==> config.mk <==
export PLATFORM = sky130hd
export DESIGN_NAME = ps2_host_tx
export DESIGN_NICKNAME = d
export VERILOG_FILES = /design/src/rtl/ps2_host_tx.sv
export SDC_FILE = /design/constraint.sdc
export NUM_CORES = 1
export LEC_CHECK = 0
export CORE_UTILIZATION = 55
export DETAILED_ROUTE_END_ITERATION = 8
export DONT_BUFFER_PORTS = 1
export PLACE_DENSITY = 0.7
export SLEW_MARGIN = 10
export SYNTH_ARGS = -nofsm -noshare
export SYNTH_HDL_FRONTEND = slang
export SYNTH_SLANG_ARGS = --single-unit
==> constraint.sdc <==
create_clock -name clk -period 3.05 [get_ports clk]
set_input_delay 0.915 -clock clk [delete_from_list [all_inputs] [get_ports clk]]
set_output_delay 0.915 -clock clk [all_outputs]
set_load 0.01 [all_outputs]
==> src/rtl/ps2_host_tx.sv <==
// PS/2 host-to-device transmitter: clock inhibit, request-to-send, 11-bit frame
// clocked out by the device, ACK sampling, then wait for the bus to go idle.
module ps2_host_tx #(
  parameter int INHIBIT_CYCLES   = 6000,
  parameter int REQ_SETUP_CYCLES = 50,
  parameter int TIMEOUT_CYCLES   = 750000
) (
  input  logic       clk,
  input  logic       reset,
  input  logic       send,
  input  logic [7:0] tx_data,
  input  logic       ps2_clk_in,
  input  logic       ps2_dat_in,
  output logic       ps2_clk_oe,
  output logic       ps2_dat_oe,
  output logic       busy,
  output logic       done,
  output logic       error
);

  // state     | meaning
  // IDLE      | both lines released, waiting for send
  // INHIBIT   | host holds PS/2 clock low
  // REQUEST   | clock and data low (start bit) before clock release
  // SHIFT     | device clocks out d0..d7, parity, stop
  // ACK       | wait for 11th falling edge, sample device ACK
  // WAIT_IDLE | wait for clock and data both high, then report
  typedef enum logic [2:0] {
    IDLE      = 3'd0,
    INHIBIT   = 3'd1,
    REQUEST   = 3'd2,
    SHIFT     = 3'd3,
    ACK       = 3'd4,
    WAIT_IDLE = 3'd5
  } state_t;

  localparam int PH_MAX = (INHIBIT_CYCLES > REQ_SETUP_CYCLES) ? INHIBIT_CYCLES : REQ_SETUP_CYCLES;
  localparam int PW     = $clog2(PH_MAX + 1);
  localparam int WW     = $clog2(TIMEOUT_CYCLES + 1);

  state_t        state;
  logic [9:0]    shreg;
  logic [3:0]    bit_cnt;
  logic [PW-1:0] phase_cnt;
  logic [WW-1:0] wdog;
  logic          ack_ok;

  logic [1:0] clk_sync;
  logic [1:0] dat_sync;
  logic       clk_prev;
  logic       clk_s;
  logic       dat_s;
  logic       fe;
  logic       wd_active;
  logic       line_idle;
  logic       wd_expire;

  // Sync flops reset to the idle-high bus level so reset never fakes an edge.
  always_ff @(posedge clk or posedge reset) begin
    if (reset) begin
      clk_sync <= 2'b11;
      dat_sync <= 2'b11;
      clk_prev <= 1'b1;
    end else begin
      clk_sync <= {clk_sync[0], ps2_clk_in};
      dat_sync <= {dat_sync[0], ps2_dat_in};
      clk_prev <= clk_sync[1];
    end
  end

  assign clk_s     = clk_sync[1];
  assign dat_s     = dat_sync[1];
  assign fe        = clk_prev & ~clk_s;
  assign busy      = (state != IDLE);
  assign wd_active = (state == SHIFT) || (state == ACK) || (state == WAIT_IDLE);
  assign line_idle = clk_s & dat_s;
  // A completing WAIT_IDLE wins over an expiring watchdog so done/error stay exclusive.
  assign wd_expire = wd_active && !fe && (wdog == '0) && !((state == WAIT_IDLE) && line_idle);

  always_ff @(posedge clk or posedge reset) begin
    if (reset) begin
      state      <= IDLE;
      shreg      <= '0;
      bit_cnt    <= '0;
      phase_cnt  <= '0;
      wdog       <= '0;
      ack_ok     <= 1'b0;
      ps2_clk_oe <= 1'b0;
      ps2_dat_oe <= 1'b0;
      done       <= 1'b0;
      error      <= 1'b0;
    end else begin
      done  <= 1'b0;
      error <= 1'b0;
      case (state)
        IDLE: begin
          ps2_clk_oe <= 1'b0;
          ps2_dat_oe <= 1'b0;
          if (send && !done && !error) begin
            shreg      <= {1'b1, ~^tx_data, tx_data};
            bit_cnt    <= '0;
            wdog       <= '0;
            phase_cnt  <= PW'(INHIBIT_CYCLES - 1);
            ps2_clk_oe <= 1'b1;
            state      <= INHIBIT;
          end
        end

        INHIBIT: begin
          if (phase_cnt == '0) begin
            phase_cnt  <= PW'(REQ_SETUP_CYCLES - 1);
            ps2_dat_oe <= 1'b1;
            state      <= REQUEST;
          end else begin
            phase_cnt <= phase_cnt - 1'b1;
          end
        end

        REQUEST: begin
          if (phase_cnt == '0) begin
            ps2_clk_oe <= 1'b0;
            bit_cnt    <= '0;
            wdog       <= WW'(TIMEOUT_CYCLES - 1);
            state      <= SHIFT;
          end else begin
            phase_cnt <= phase_cnt - 1'b1;
          end
        end

        SHIFT: begin
          if (fe) begin
            bit_cnt    <= bit_cnt + 4'd1;
            ps2_dat_oe <= ~shreg[bit_cnt];
            wdog       <= WW'(TIMEOUT_CYCLES - 1);
            if (bit_cnt == 4'd9) state <= ACK;
          end else begin
            wdog <= wdog - 1'b1;
          end
        end

        ACK: begin
          ps2_dat_oe <= 1'b0;
          if (fe) begin
            ack_ok <= ~dat_s;
            wdog   <= WW'(TIMEOUT_CYCLES - 1);
            state  <= WAIT_IDLE;
          end else begin
            wdog <= wdog - 1'b1;
          end
        end

        WAIT_IDLE: begin
          if (line_idle) begin
            done  <= ack_ok;
            error <= ~ack_ok;
            state <= IDLE;
          end else if (fe) begin
            wdog <= WW'(TIMEOUT_CYCLES - 1);
          end else begin
            wdog <= wdog - 1'b1;
          end
        end

        default: begin
          ps2_clk_oe <= 1'b0;
          ps2_dat_oe <= 1'b0;
          state      <= IDLE;
        end
      endcase

      if (wd_expire) begin
        ps2_clk_oe <= 1'b0;
        ps2_dat_oe <= 1'b0;
        error      <= 1'b1;
        state      <= IDLE;
      end
    end
  end

endmodule

* Word-level counts from Yosys, hierarchy flattened
Cells that the tools add are included.
** Word-level totals
- Logic and storage cells :: 111
- Register bits :: 60
- Input bits :: 13
** Cells by class
- Reductions and logical operators :: 31
- Multiplexer cells :: 37
- Order comparisons :: 1
- Bitwise operators :: 6
- Add/subtract/negate cells :: 3
- Equality and inequality tests :: 20
** Operators by type and width (count)
- 20-bit 2-to-1 mux :: 4
- 20-bit one-hot mux with 4 select lines :: 1
- 13-bit 2-to-1 mux :: 3
- 13-bit one-hot mux with 3 select lines :: 1
- 3-bit 2-to-1 mux :: 8
- 20-bit zero test :: 1
- 20-bit by 1-bit subtractor with 20-bit output (second input constant) :: 1
- 3-bit inequality test (second input constant) :: 6
- 3-bit one-hot mux with 6 select lines :: 1
- 13-bit zero test :: 1
- 13-bit by 1-bit subtractor with 13-bit output (second input constant) :: 1
- 1-bit 2-to-1 mux :: 12
- 4-bit 2-to-1 mux :: 3
- 4-bit one-hot mux with 3 select lines :: 1
- 2-bit inequality test (second input constant) :: 5
- 3-bit nonzero test :: 3
- 4-bit AND reduction :: 2
- 8-bit XNOR reduction :: 1
- 7-bit AND reduction :: 1
- 3-bit by 2-bit == test with 1-bit output (second input constant) :: 2
- 3-bit == test (second input constant) :: 2
- 1-bit logical AND :: 6
- 1-bit one-hot mux with 3 select lines :: 2
- 2-bit AND reduction :: 3
- 16 further kinds :: 27

* Depth between registers and ports, before layout
Gate-level depths: netlist of run 1.
- Depth after elaboration :: 8
- Mapped depth :: 8

* Worst setup path before layout of run 1
No wires, ideal clock.
- Path kind :: input-to-reg
- From :: input send
- To :: register wdog[9]
- Stages :: 6
- Path buffers :: 1
- Setup time :: 0.110 ns
- Slack :: 0.682 ns
- Data arrival time :: 2.258 ns
- Cells stage by stage :: nor3b_1 -> or3_1 -> o2111ai_2 -> or2_0 -> clkbuf_1 -> o41ai_1
** Between the ends
- Cells in the longest elaborated chain, start to end :: 4
** Ends and longest elaborated chain
- from (decl) :: line 10 : input logic send,
- 1-bit logical AND (2 in series) :: line 99 : if (send && !done && !error) begin
- 2-bit inequality test (no source line)
- 4-bit AND reduction (no source line)
- to (signal assigned) :: line 123 : wdog <= WW'(TIMEOUT_CYCLES - 1);
- to (signal assigned) :: line 134 : wdog <= WW'(TIMEOUT_CYCLES - 1);
- to (signal assigned) :: line 137 : wdog <= wdog - 1'b1;
- to (decl) :: line 45 : logic [WW-1:0] wdog;
Every way passes these cells.
A chain may end at the register's enable or synchronous reset.

* Worst setup path after layout of run 1
- From :: register phase_cnt[0]
- To :: register wdog[9]
** Between the ends
- Cells in the longest elaborated chain, start to end :: 3
** Ends and longest elaborated chain
- from (decl) :: line 44 : logic [PW-1:0] phase_cnt;
- from (signal assigned) :: line 103 : phase_cnt <= PW'(INHIBIT_CYCLES - 1);
- from (signal assigned) :: line 111 : phase_cnt <= PW'(REQ_SETUP_CYCLES - 1);
- from (signal assigned) :: line 115 : phase_cnt <= phase_cnt - 1'b1;
- 13-bit zero test :: line 120 : if (phase_cnt == '0) begin
- 2-bit inequality test (no source line)
- 4-bit AND reduction (no source line)
Every way passes these cells.

==> impl_results.md, run 1 <==
* Status: finished, final reports clean
* CP Launch Point: phase_cnt[0]
* Crit Path Max Fanout at 6
* FF+latch count, synth at 60
* IO buf count at 0
* Hold Vio Cnt, Final at 0
* Initial DRC Count at 233
* Hold Buf Count CTS at 0
* Die area at ~0.0066 mm^2
* Final setup violation count at 0
* GRT Resource Usage Total at 24.88%
* Diodes inserted at 0
* Nets at 383
* Layout Skew at around 0.013 ns
* Avg Cell Area, Syn at 9.502 um^2
* Row cnt at 28
* Combinational share of power at a little under a quarter
* Worst-case clock buffer depth at 2
* P_leak at 1.622 nW
* Largest net degree at the start of global routing at 35
* RSZ-0062 raised after global routing: false
* Wirelength, routed at around 7400 um
* Critical Path End Type: register
* Tmin final at approximately 2.5 ns
* WP data required at between 3 and 4 ns
* Commonest cells after routing, fill and taps aside: dfrtp_1, a21oi_1, o21ai_0
* Syn. warnings at 0
* Share of power burned in registers at roughly 48%
* Max capacitance violation total at 0
* CP Cell Sequence: inv_1, ha_1, nor4b_1, and4_1, o2111ai_2, or2_0, o41ai_1
* Post-Syn Area at 0.003440 mm^2
* Overflow after GRT at 0
* Placement Cell Area at 0.003547 mm^2
* Commonest non-fill, non-tap cell in the layout: dfrtp_1
* P_sw at 0.7505 mW
* Sw frac at 32.81%
* Min-delay src: clk_sync[0]
* Gate Count Post-Synth at 362
* Clk sinks at 60
* Routed via count at 2879
* Synth Net Count at 380
* Setup ws final at 0.5452 ns
* Setup crit start kind: register
* R2r startpoint: phase_cnt[0]
* Pins Over Slew Limit at 0
* CTS resizes at 0
* Top Ports at 18
* Via density per instance at 6.470
* Pwr Density at 613.3 mW/mm^2
* Asr flop ratio synth at 100.0%
* Area delta synth->final at 8.440%
* Number of flops mapped to enable cells by yosys at 0
* Detail Route Antenna Nets at 0
* Register area share after synthesis at ~44%
* Internal power at 1.537 mW
* Slew HR at 51.50%
* First-pass GRT wire length at ~12000 um
* HPWL Detailed at 5045 um
* Post-synth cell types at between 50 and 60
* Post-Layout Inst Area at 0.003730 mm^2
* Min-Delay Path Class: reg -> reg
* Clk_lat worst skew at 0.35 ns
* CTS clk-pin slew, worst paths at 0.07 ns
* Vias in the first global route at 2658
* Antenna violations before repair at 0
* CTS tree: done
* Starting density of the core at 57.41%
* Arrival time worst endpoint at between 2 and 3 ns
* Place WS at 0.3722 ns
* Die W at 81.08 um
* Slowest CP cell: dfrtp_1
* Worst path max stage delay at roughly 0.42 ns
* Clock Power Share at 29.3%
* Post-CTS setup buffers at 0
* Top FF cell, synth: dfrtp_1
* Worst VDD drop at 0.0003806 V
* Final Wtd Congestion at 0.8307
* Final setup TNS at 0 ns
* Total CTS buffers at 9
* CTS root buf: clkbuf_8
* Max Clk Rate at 399.2 MHz
* Layout cells sized above 1 at 15.14%
* H-tree Lvls at 3
* Wire length per cell at 16.54 um
* Die height at about 81 um
* DRC at 0
* Final period util at 82.12%
* CORE AREA at 0.005991 mm^2
* First drt pass iteration count at 5
* Critical path class: reg -> reg
* Slew of the pin with the lowest slew margin at 0.7209 ns
[Yosys cell counts (2+ instances only)]
cell type / n / area [um^2]
dfrtp_1: 55 / 1376
a21oi_1: 28 / 140.1
o21ai_0: 27 / 135.1
nor2_1: 26 / 97.59
nand2_1: 22 / 82.58
clkbuf_1: 14 / 52.55
inv_1: 12 / 45.04
nor3_1: 12 / 60.06
mux2_2: 11 / 123.9
o22a_1: 11 / 96.34
o31ai_1: 10 / 75.07
a31oi_1: 9 / 56.30
nand3_1: 8 / 40.04
nor4_1: 8 / 50.05
a21o_1: 7 / 52.55
xnor2_1: 6 / 52.55
dfstp_2: 5 / 131.4
ha_1: 5 / 62.56
nand2b_1: 5 / 31.28
nor2b_1: 5 / 31.28
nor3b_1: 5 / 37.54
or3_1: 5 / 31.28
a211oi_1: 4 / 30.03
a41oi_1: 4 / 35.03
and3_1: 4 / 25.02
or4_1: 4 / 30.03
or4_4: 4 / 45.04
o41ai_1: 3 / 26.28
or2_2: 3 / 18.77
a211o_1: 2 / 17.52
a221oi_1: 2 / 17.52
a2bb2oi_1: 2 / 17.52
and3b_1: 2 / 17.52
buf_2: 2 / 10.01
mux2i_1: 2 / 20.02
mux4_2: 2 / 45.04
nand4_1: 2 / 12.51
nor4b_1: 2 / 17.52
o21bai_1: 2 / 15.01
or3b_2: 2 / 17.52
[per-stage QoR]
stage	power (mW)	utilization (%)	instances	hold slack [ns]
3_5_place_dp	1.626	59.21	429	0.3491
5_1_grt	2.423	62.26	445	0.3591
6_report	2.287	62.26	445	0.3563
4_1_cts	2.295	62.26	445	0.3580
3_3_place_gp	1.610	59.21	429	0.3463
2_1_floorplan	1.482	-	362	0.3452
[path summary, 6_finish.rpt]
kind / to / slack (ns) / cells past startpoint
max: wdog[9] / 0.55 / 7
min: clk_sync[1] / 0.36 / 0
max reg2reg: wdog[9] / 0.55 / 7
min reg2reg: clk_sync[1] / 0.36 / 0
max in group asynchronous: clk_sync[0] / 1.84 / 2
min in group asynchronous: done / 0.54 / 1
[area by class of cell]
class	count	area, um^2
sequential	60	1508
tap	75	93.84
fill	503	2261
clock inverter	2	10.01
inverter	13	48.80
timing repair buffer	9	80.08
multi-input combinational	272	1817
clock buffer	14	172.7
[cell families after synthesis]
logic type | after synthesis | synth area share [%]
AND/OR/NAND/NOR | 126 | 20.88
XOR/XNOR | 7 | 1.783
multiplexers | 15 | 5.493
buffers and inverters | 30 | 3.346
adder cells (fa/ha/maj) | 5 | 1.819
AO/OA/AOI/OAI | 119 | 22.84
flip-flops | 60 | 43.83
[routing by layer]
| layer | wire length [um] | track usage [%] |
|---|---|---|
| met5 | 0 | 0 |
| met2 | 3473 | 36.97 |
| met3 | 231 | 4.382 |
| met4 | 98 | 11.25 |
| met1 | 3556 | 35.27 |
[sequential cells by signal, summed over array words and instances, names as in the netlist]
name and count:
wdog 20, phase_cnt 13, shreg 10, bit_cnt 4, state 3, clk_sync 2, dat_sync 2, ack_ok 1
clk_prev 1, done 1, error 1, ps2_clk_oe 1, ps2_dat_oe 1
[power by group through the flow]
stage	Sequential [mW]	Clock (mW)	Combinational, mW
6_report	1.09	0.670	0.527
5_1_grt	1.11	0.712	0.601
4_1_cts	1.09	0.679	0.527
3_5_place_dp	1.10	0	0.524
3_3_place_gp	1.10	0	0.513
2_1_floorplan	1.05	0	0.435
[worst max-delay path: cells and delay by family, from the launching register on]
kind,cells,cell delay (ns)
simple gates,3,1.13
compound gates,2,0.51
buf+inv,1,0.13
fa+ha+maj,1,0.22
flops,1,0.42
(Power assumes the default switching activity.)
==> run 2: changes to the inputs <==
--- a/config.mk
+++ b/config.mk
@@ -8,7 +8,7 @@
 export CORE_UTILIZATION = 55
 export DETAILED_ROUTE_END_ITERATION = 8
 export DONT_BUFFER_PORTS = 1
-export PLACE_DENSITY = 0.7
+export PLACE_DENSITY = 0.73
 export SLEW_MARGIN = 10
 export SYNTH_ARGS = -nofsm -noshare
 export SYNTH_HDL_FRONTEND = slang
==> constraint.sdc (replaced) <==
create_clock -name clk -period 2.3 [get_ports clk]
set_input_delay 0.69 -clock clk [delete_from_list [all_inputs] [get_ports clk]]
set_output_delay 0.69 -clock clk [all_outputs]
set_load 0.01 [all_outputs]
==> run 2 against run 1 <==
- non-clock buffer count grew 27
- sequential power grew 31%
- critical path depth shrank 2
- critical path type unchanged
- largest cell class unchanged
==> impl_results.md, run 2 (synthesis gave the netlist of run 1 again) <==
* Nets at 410 (was 383)
* Pwr Density at 805.1 mW/mm^2 (was 613.3 mW/mm^2)
* Die height at 81.08 um (unchanged)
* HPWL Detailed at 5310 um (was 5045 um)
* Delay-heaviest family, CP: simple AND/OR/NAND/NOR gates (unchanged)
* Initial DRC Count at 186 (was 233)
* DRC at 0 (unchanged)
* Area delta synth->final at 15.64% (was 8.440%)
* PnR Total Power at 3.203 mW (was 2.287 mW)
* Tmin final at 2.272 ns (was 2.505 ns)
* Slew HR at 60.21% (was 51.50%)
* Worst Path Buf+Inv at 0 (was 1)
* CTS tree: done (unchanged)
* Crit Path Max Fanout at 3 (was 6)
* Setup crit start kind: register (unchanged)
* Final Wtd Congestion at 0.8399 (was 0.8307)
* P_leak at 1.766 nW (was 1.622 nW)
* CP Cell Sequence: or4_4, or4_4, or4_4, a21oi_2, o22a_1 (was inv_1, ha_1, nor4b_1, and4_1, o2111ai_2, or2_0, o41ai_1)
* Die area at 0.006574 mm^2 (unchanged)
* Worst path max stage delay at 0.56 ns (was 0.42 ns)
* First-pass GRT wire length at 12940 um (was 12410 um)
* H-tree Lvls at 3 (unchanged)
* Slowest CP cell: or4_4 (was dfrtp_1)
* Via density per instance at 6.278 (was 6.470)
* Final period util at 98.78% (was 82.12%)
* Detail Route Antenna Nets at 0 (unchanged)
* CTS root buf: clkbuf_8 (unchanged)
* Largest net degree at the start of global routing at 61 (was 35)
* Top Ports at 18 (unchanged)
* Overflow after GRT at 0 (unchanged)
* Diodes inserted at 0 (unchanged)
* Crit-path most repeated cell: or4_4
* Pins Over Slew Limit at 0 (unchanged)
* Row cnt at 28 (unchanged)
* Critical path class: reg -> reg (unchanged)
* Layout Skew at 0.006303 ns (was 0.01305 ns)
* IO buf count at 0 (unchanged)
* Worst-case clock buffer depth at 2 (unchanged)
* Wirelength, routed at 7859 um (was 7360 um)
* Slew of the pin with the lowest slew margin at 0.5906 ns (was 0.7209 ns)
* CTS clk-pin slew, worst paths at 0.07 ns (about the same)
* Max reg flops at 20 (unchanged)
* Filler cells at 486 (was 503)
* Arrival time worst endpoint at 2.55 ns (was 2.74 ns)
* Critical Path End Type: register (unchanged)
* Top Registers: wdog x20, phase_cnt x13, shreg x10 (unchanged)
* Clk sinks at 60 (unchanged)
* Routed via count at 2963 (was 2879)
* Wire length per cell at 16.65 um (was 16.54 um)
* GRT Resource Usage Total at 26.02% (was 24.88%)
* WP data required at 2.58 ns (was 3.29 ns)
* Commonest non-fill, non-tap cell in the layout: dfrtp_1 (unchanged)
* Die W at 81.08 um (unchanged)
* Antenna violations before repair at 0 (unchanged)
* Min-Delay Path Class: in -> async (was reg -> reg)
* Hold Buf Count CTS at 0 (unchanged)
* Max capacitance violation total at 0 (unchanged)
* Commonest cells after routing, fill and taps aside: dfrtp_1, buf_4, o21ai_0, a21oi_1, nor2_1 (was dfrtp_1, a21oi_1, o21ai_0)
* Max Clk Rate at 440.2 MHz (was 399.2 MHz)
* Largest register by flop count: wdog (unchanged)
* Layout cells sized above 1 at 23.17% (was 15.14%)
* Status: finished, final reports clean (unchanged)
* First drt pass iteration count at 5 (unchanged)
* Final core utilization at 66.40% (was 62.26%)
* Worst VDD drop at 0.0005319 V (was 0.0003806 V)
* Starting density of the core at 57.41% (unchanged)
* Hold Vio Cnt, Final at 0 (unchanged)
* Vias in the first global route at 2715 (was 2658)
* Clk_lat worst skew at 0.34 ns (was 0.35 ns)
* Total CTS buffers at 9 (unchanged)
* Final setup violation count at 0 (unchanged)
* CORE AREA at 0.005991 mm^2 (unchanged)
## run 2: cell types whose count changed in the layout (fill, tap and decap cells not counted), moves of 3 or more
cell	previous run	this run
buf_4	8	35
clkbuf_8	12	9
or4_1	4	1
or4_4	4	7
## run 2: power by group
group | switching, mW | leakage (nW) | internal (mW)
Sequential | 0.206 | 0.755 | 1.23
Clock | 0.410 | 0.0931 | 0.495
Combinational | 0.440 | 0.918 | 0.423
Total | 1.06 | 1.77 | 2.15
## run 2: timing repair
item,CTS,global route
hold endpoints to repair,0,0
gates resized for setup,0,9
buffers inserted,0,2
setup endpoints to repair,0,8
## run 2: stage by stage
stage	std cells	area, um^2	setup TNS, ns	setup slack, ns	hold WS (ns)
after floorplan	362	3446	0	0.08459	0.3452
after detailed placement	454	3741	0	0.03423	0.3482
after CTS	470	3925	0	0.004555	0.3043
after global placement	454	3741	0	0.08316	0.3464
final	472	3978	0	0.02806	0.2923
after global routing	472	3978	-0.02805	-0.01727	0.3119
## run 2: worst paths after layout
check	from	endpoint	slack, ns	cells after the start
worst min-delay path	reset	wdog[0]	0.29	2
worst max-delay path	wdog[4]	wdog[17]	0.03	5
min in group clk	ps2_clk_in	clk_sync[0]	0.35	0
worst max register to register	wdog[4]	wdog[17]	0.03	5
max in group asynchronous	reset	clk_prev	1.71	2
worst min register to register	dat_sync[0]	dat_sync[1]	0.36	0
## run 2: routing by layer
layer  vias to the layer above  routed length, um  GRT usage [%]
li1                       1433                  -              -
met4                         0                128          10.18
met3                        10                341          3.820
met2                        96               3771          40.59
met5                         -                  0              0
met1                      1424               3618          36.58
## run 2: final cells by class
class	count	area [um^2]	share of cell area, %
Sequential cell	60	1509	37.94
Multi-Input combinational cell	272	1859	46.74
Clock inverter	5	52.55	1.321
Timing Repair Buffer	36	282.8	7.109
Tap cell	75	93.84	2.359
Inverter	13	48.80	1.227
Clock buffer	11	131.4	3.303
==> run 3: changes to the inputs <==
--- a/config.mk
+++ b/config.mk
@@ -5,6 +5,7 @@
 export SDC_FILE = /design/constraint.sdc
 export NUM_CORES = 1
 export LEC_CHECK = 0
+export CORE_MARGIN = 2
 export CORE_UTILIZATION = 55
 export DETAILED_ROUTE_END_ITERATION = 8
 export DONT_BUFFER_PORTS = 1
==> run 3 against run 2 <==
- largest power group unchanged
- clock power decreased by 6.4%
- register-to-register slack about the same
- largest cell class unchanged
- critical endpoint is now wdog[18]
- core utilization decreased by 0.69 points
==> impl_results.md, run 3 (synthesis gave the netlist of run 1 again) <==
* Pwr Density at 789.0 mW/mm^2 (was 805.1 mW/mm^2)
* CTS tree: done (unchanged)
* Layout cells sized above 1 at 22.47% (was 23.17%)
* Slowest CP cell: or4_4 (unchanged)
* CORE AREA at 0.005991 mm^2 (unchanged)
* Slew of the pin with the lowest slew margin at 0.6298 ns (was 0.5906 ns)
* Die height at 83.08 um (was 81.08 um)
* GRT Resource Usage Total at 23.72% (was 26.02%)
* Slew HR at 57.57% (was 60.21%)
* H-tree Lvls at 3 (unchanged)
* Crit-path most repeated cell: or4_4 (unchanged)
* CP Cell Sequence: or4_4, or4_4, or4_4, a22oi_2, o41ai_2 (was or4_4, or4_4, or4_4, a21oi_2, o22a_1)
* IO buf count at 0 (unchanged)
* Internal power at 2.083 mW (was 2.147 mW)
* Hold Vio Cnt, Final at 0 (unchanged)
* Top Registers: wdog x20, phase_cnt x13, shreg x10 (unchanged)
* Diodes inserted at 0 (unchanged)
* Worst path max stage delay at 0.56 ns (about the same)
* Top Ports at 18 (unchanged)
* Overflow after GRT at 0 (unchanged)
* Largest register by flop count: wdog (unchanged)
* Final setup TNS at 0 ns (unchanged)
* Max Clk Rate at 440.9 MHz (was 440.2 MHz)
* Final period util at 98.60% (was 98.78%)
* CTS clk-pin slew, worst paths at 0.07 ns (about the same)
* Die area at 0.006902 mm^2 (was 0.006574 mm^2)
* Flop2flop setup slack at 0.03 ns (about the same)
* CP Launch Point: wdog[11] (was wdog[4])
* Clock Power Share at 27.3% (was 28.3%)
* Setup crit start kind: register (unchanged)
* Starting density of the core at 57.41% (unchanged)
* Wirelength, routed at 7784 um (was 7859 um)
* Max capacitance violation total at 0 (unchanged)
* Sw frac at 32.94% (was 32.97%)
* Setup ws final at 0.03212 ns (was 0.02806 ns)
* Die W at 83.08 um (was 81.08 um)
* First drt pass iteration count at 5 (unchanged)
* Arrival time worst endpoint at 2.48 ns (was 2.55 ns)
* Final Wtd Congestion at 0.8193 (was 0.8399)
* DRC at 0 (unchanged)
* Worst-case clock buffer depth at 2 (unchanged)
* Crit Path Max Fanout at 4 (was 3)
* Row cnt at 28 (unchanged)
* Worst VDD drop at 0.0005146 V (was 0.0005319 V)
* Share of power burned in registers at 45.8% (was 44.8%)
* Detail Route Antenna Nets at 0 (unchanged)
* HPWL Detailed at 5374 um (was 5310 um)
* Place WS at 0.02389 ns (was 0.03423 ns)
* Final setup violation count at 0 (unchanged)
* Largest net degree at the start of global routing at 35 (was 61)
* Critical path class: reg -> reg (unchanged)
* Initial DRC Count at 136 (was 186)
* Max reg flops at 20 (unchanged)
* Antenna violations before repair at 0 (unchanged)
* Pins Over Slew Limit at 0 (unchanged)
* Vias in the first global route at 2831 (was 2715)
* Delay-heaviest family, CP: simple AND/OR/NAND/NOR gates (unchanged)
* Clk_lat worst skew at 0.35 ns (was 0.34 ns)
* Clk sinks at 60 (unchanged)
* Critical Path End Type: register (unchanged)
* Routed via count at 2945 (was 2963)
* Status: finished, final reports clean (unchanged)
* Nets at 409 (was 410)
* Worst Path Buf+Inv at 0 (unchanged)
* Wire length per cell at 16.53 um (was 16.65 um)
* Combinational share of power at 26.9% (about the same)
* Layout Skew at 0.01361 ns (was 0.006303 ns)
* Via density per instance at 6.253 (was 6.278)
* P_sw at 1.023 mW (was 1.056 mW)
* R2r startpoint: wdog[11] (was wdog[4])
* Commonest cells after routing, fill and taps aside: dfrtp_1, buf_4, o21ai_0, a21oi_1, nor2_1 (unchanged)
* WP data required at 2.52 ns (was 2.58 ns)
* Area delta synth->final at 14.44% (was 15.64%)
* Commonest non-fill, non-tap cell in the layout: dfrtp_1 (unchanged)
* P_leak at 1.751 nW (was 1.766 nW)
* First-pass GRT wire length at 13390 um (was 12940 um)
* CTS root buf: clkbuf_8 (unchanged)
* Total CTS buffers at 9 (unchanged)
* Tmin final at 2.268 ns (was 2.272 ns)
* Min-Delay Path Class: in -> async (unchanged)
==> run 3: cell types whose count changed in the layout (fill, tap and decap cells not counted), sizes merged <==
cell / previous run / this run
buf: 36 / 35
clkinvlp: 1 / 0
clkbuf: 11 / 14
clkinv: 3 / 2
bufinv: 1 / 0
==> run 3: layer usage <==
layer	share of wire [%]	global-route usage [%]	vias to the layer above
met5	0	0	-
met4	1.2	8.644	0
met1	47	33.86	1427
li1	-	-	1430
met3	4.4	4.473	8
met2	47	36.29	80
==> run 3: cell type report <==
cell class | instances | area, um^2
Inverter | 13 | 48.80
Timing Repair Buffer | 35 | 262.8
Fill cell | 470 | 2054
Clock inverter | 2 | 10.01
Sequential cell | 60 | 1509
Clock buffer | 14 | 162.7
Tap cell | 75 | 93.84
Multi-Input combinational cell | 272 | 1849
==> run 3: worst paths after layout <==
check / end / cells after the start
worst max-delay path: wdog[18] / 5
worst min-delay path: wdog[4] / 2
worst max register to register: wdog[18] / 5
worst min register to register: dat_sync[1] / 0
max in group asynchronous: dat_sync[0] / 2
min in group clk: clk_sync[0] / 0
==> run 3: timing repair <==
action | CTS | global route
endpoints found under the setup margin | 0 | 7
endpoints found under the hold margin | 0 | 0
resized for setup | 0 | 8
buffers inserted | 0 | 1
hold buffers | 0 | 0
==> run 3: worst register-to-register path: cells and delay by family, from the launching register on <==
kind            cells  cell delay (ns)
flops               1             0.38
simple gates        3             1.51
compound gates      2             0.25
==> run 3: power groups by stage <==
stage | clock network [mW] | logic [mW] | registers, mW
final | 0.847 | 0.835 | 1.42
after global routing | 0.907 | 0.934 | 1.45
after CTS | 0.865 | 0.818 | 1.42
after detailed placement | 0 | 0.812 | 1.44
after global placement | 0 | 0.790 | 1.43
after floorplan | 0 | 0.580 | 1.39
==> run 3: through the flow <==
stage / hold slack (ns) / cell area [um^2] / cells / total power [mW] / util (%)
after global placement: 0.3488 / 3729 / 454 / 2.220 / 62.24
final: 0.2963 / 3936 / 471 / 3.106 / 65.71
after detailed placement: 0.3501 / 3729 / 454 / 2.249 / 62.24
after global routing: 0.3170 / 3936 / 471 / 3.292 / 65.71
after CTS: 0.3022 / 3901 / 470 / 3.102 / 65.12
after floorplan: 0.3452 / 3446 / 362 / 1.973 / -
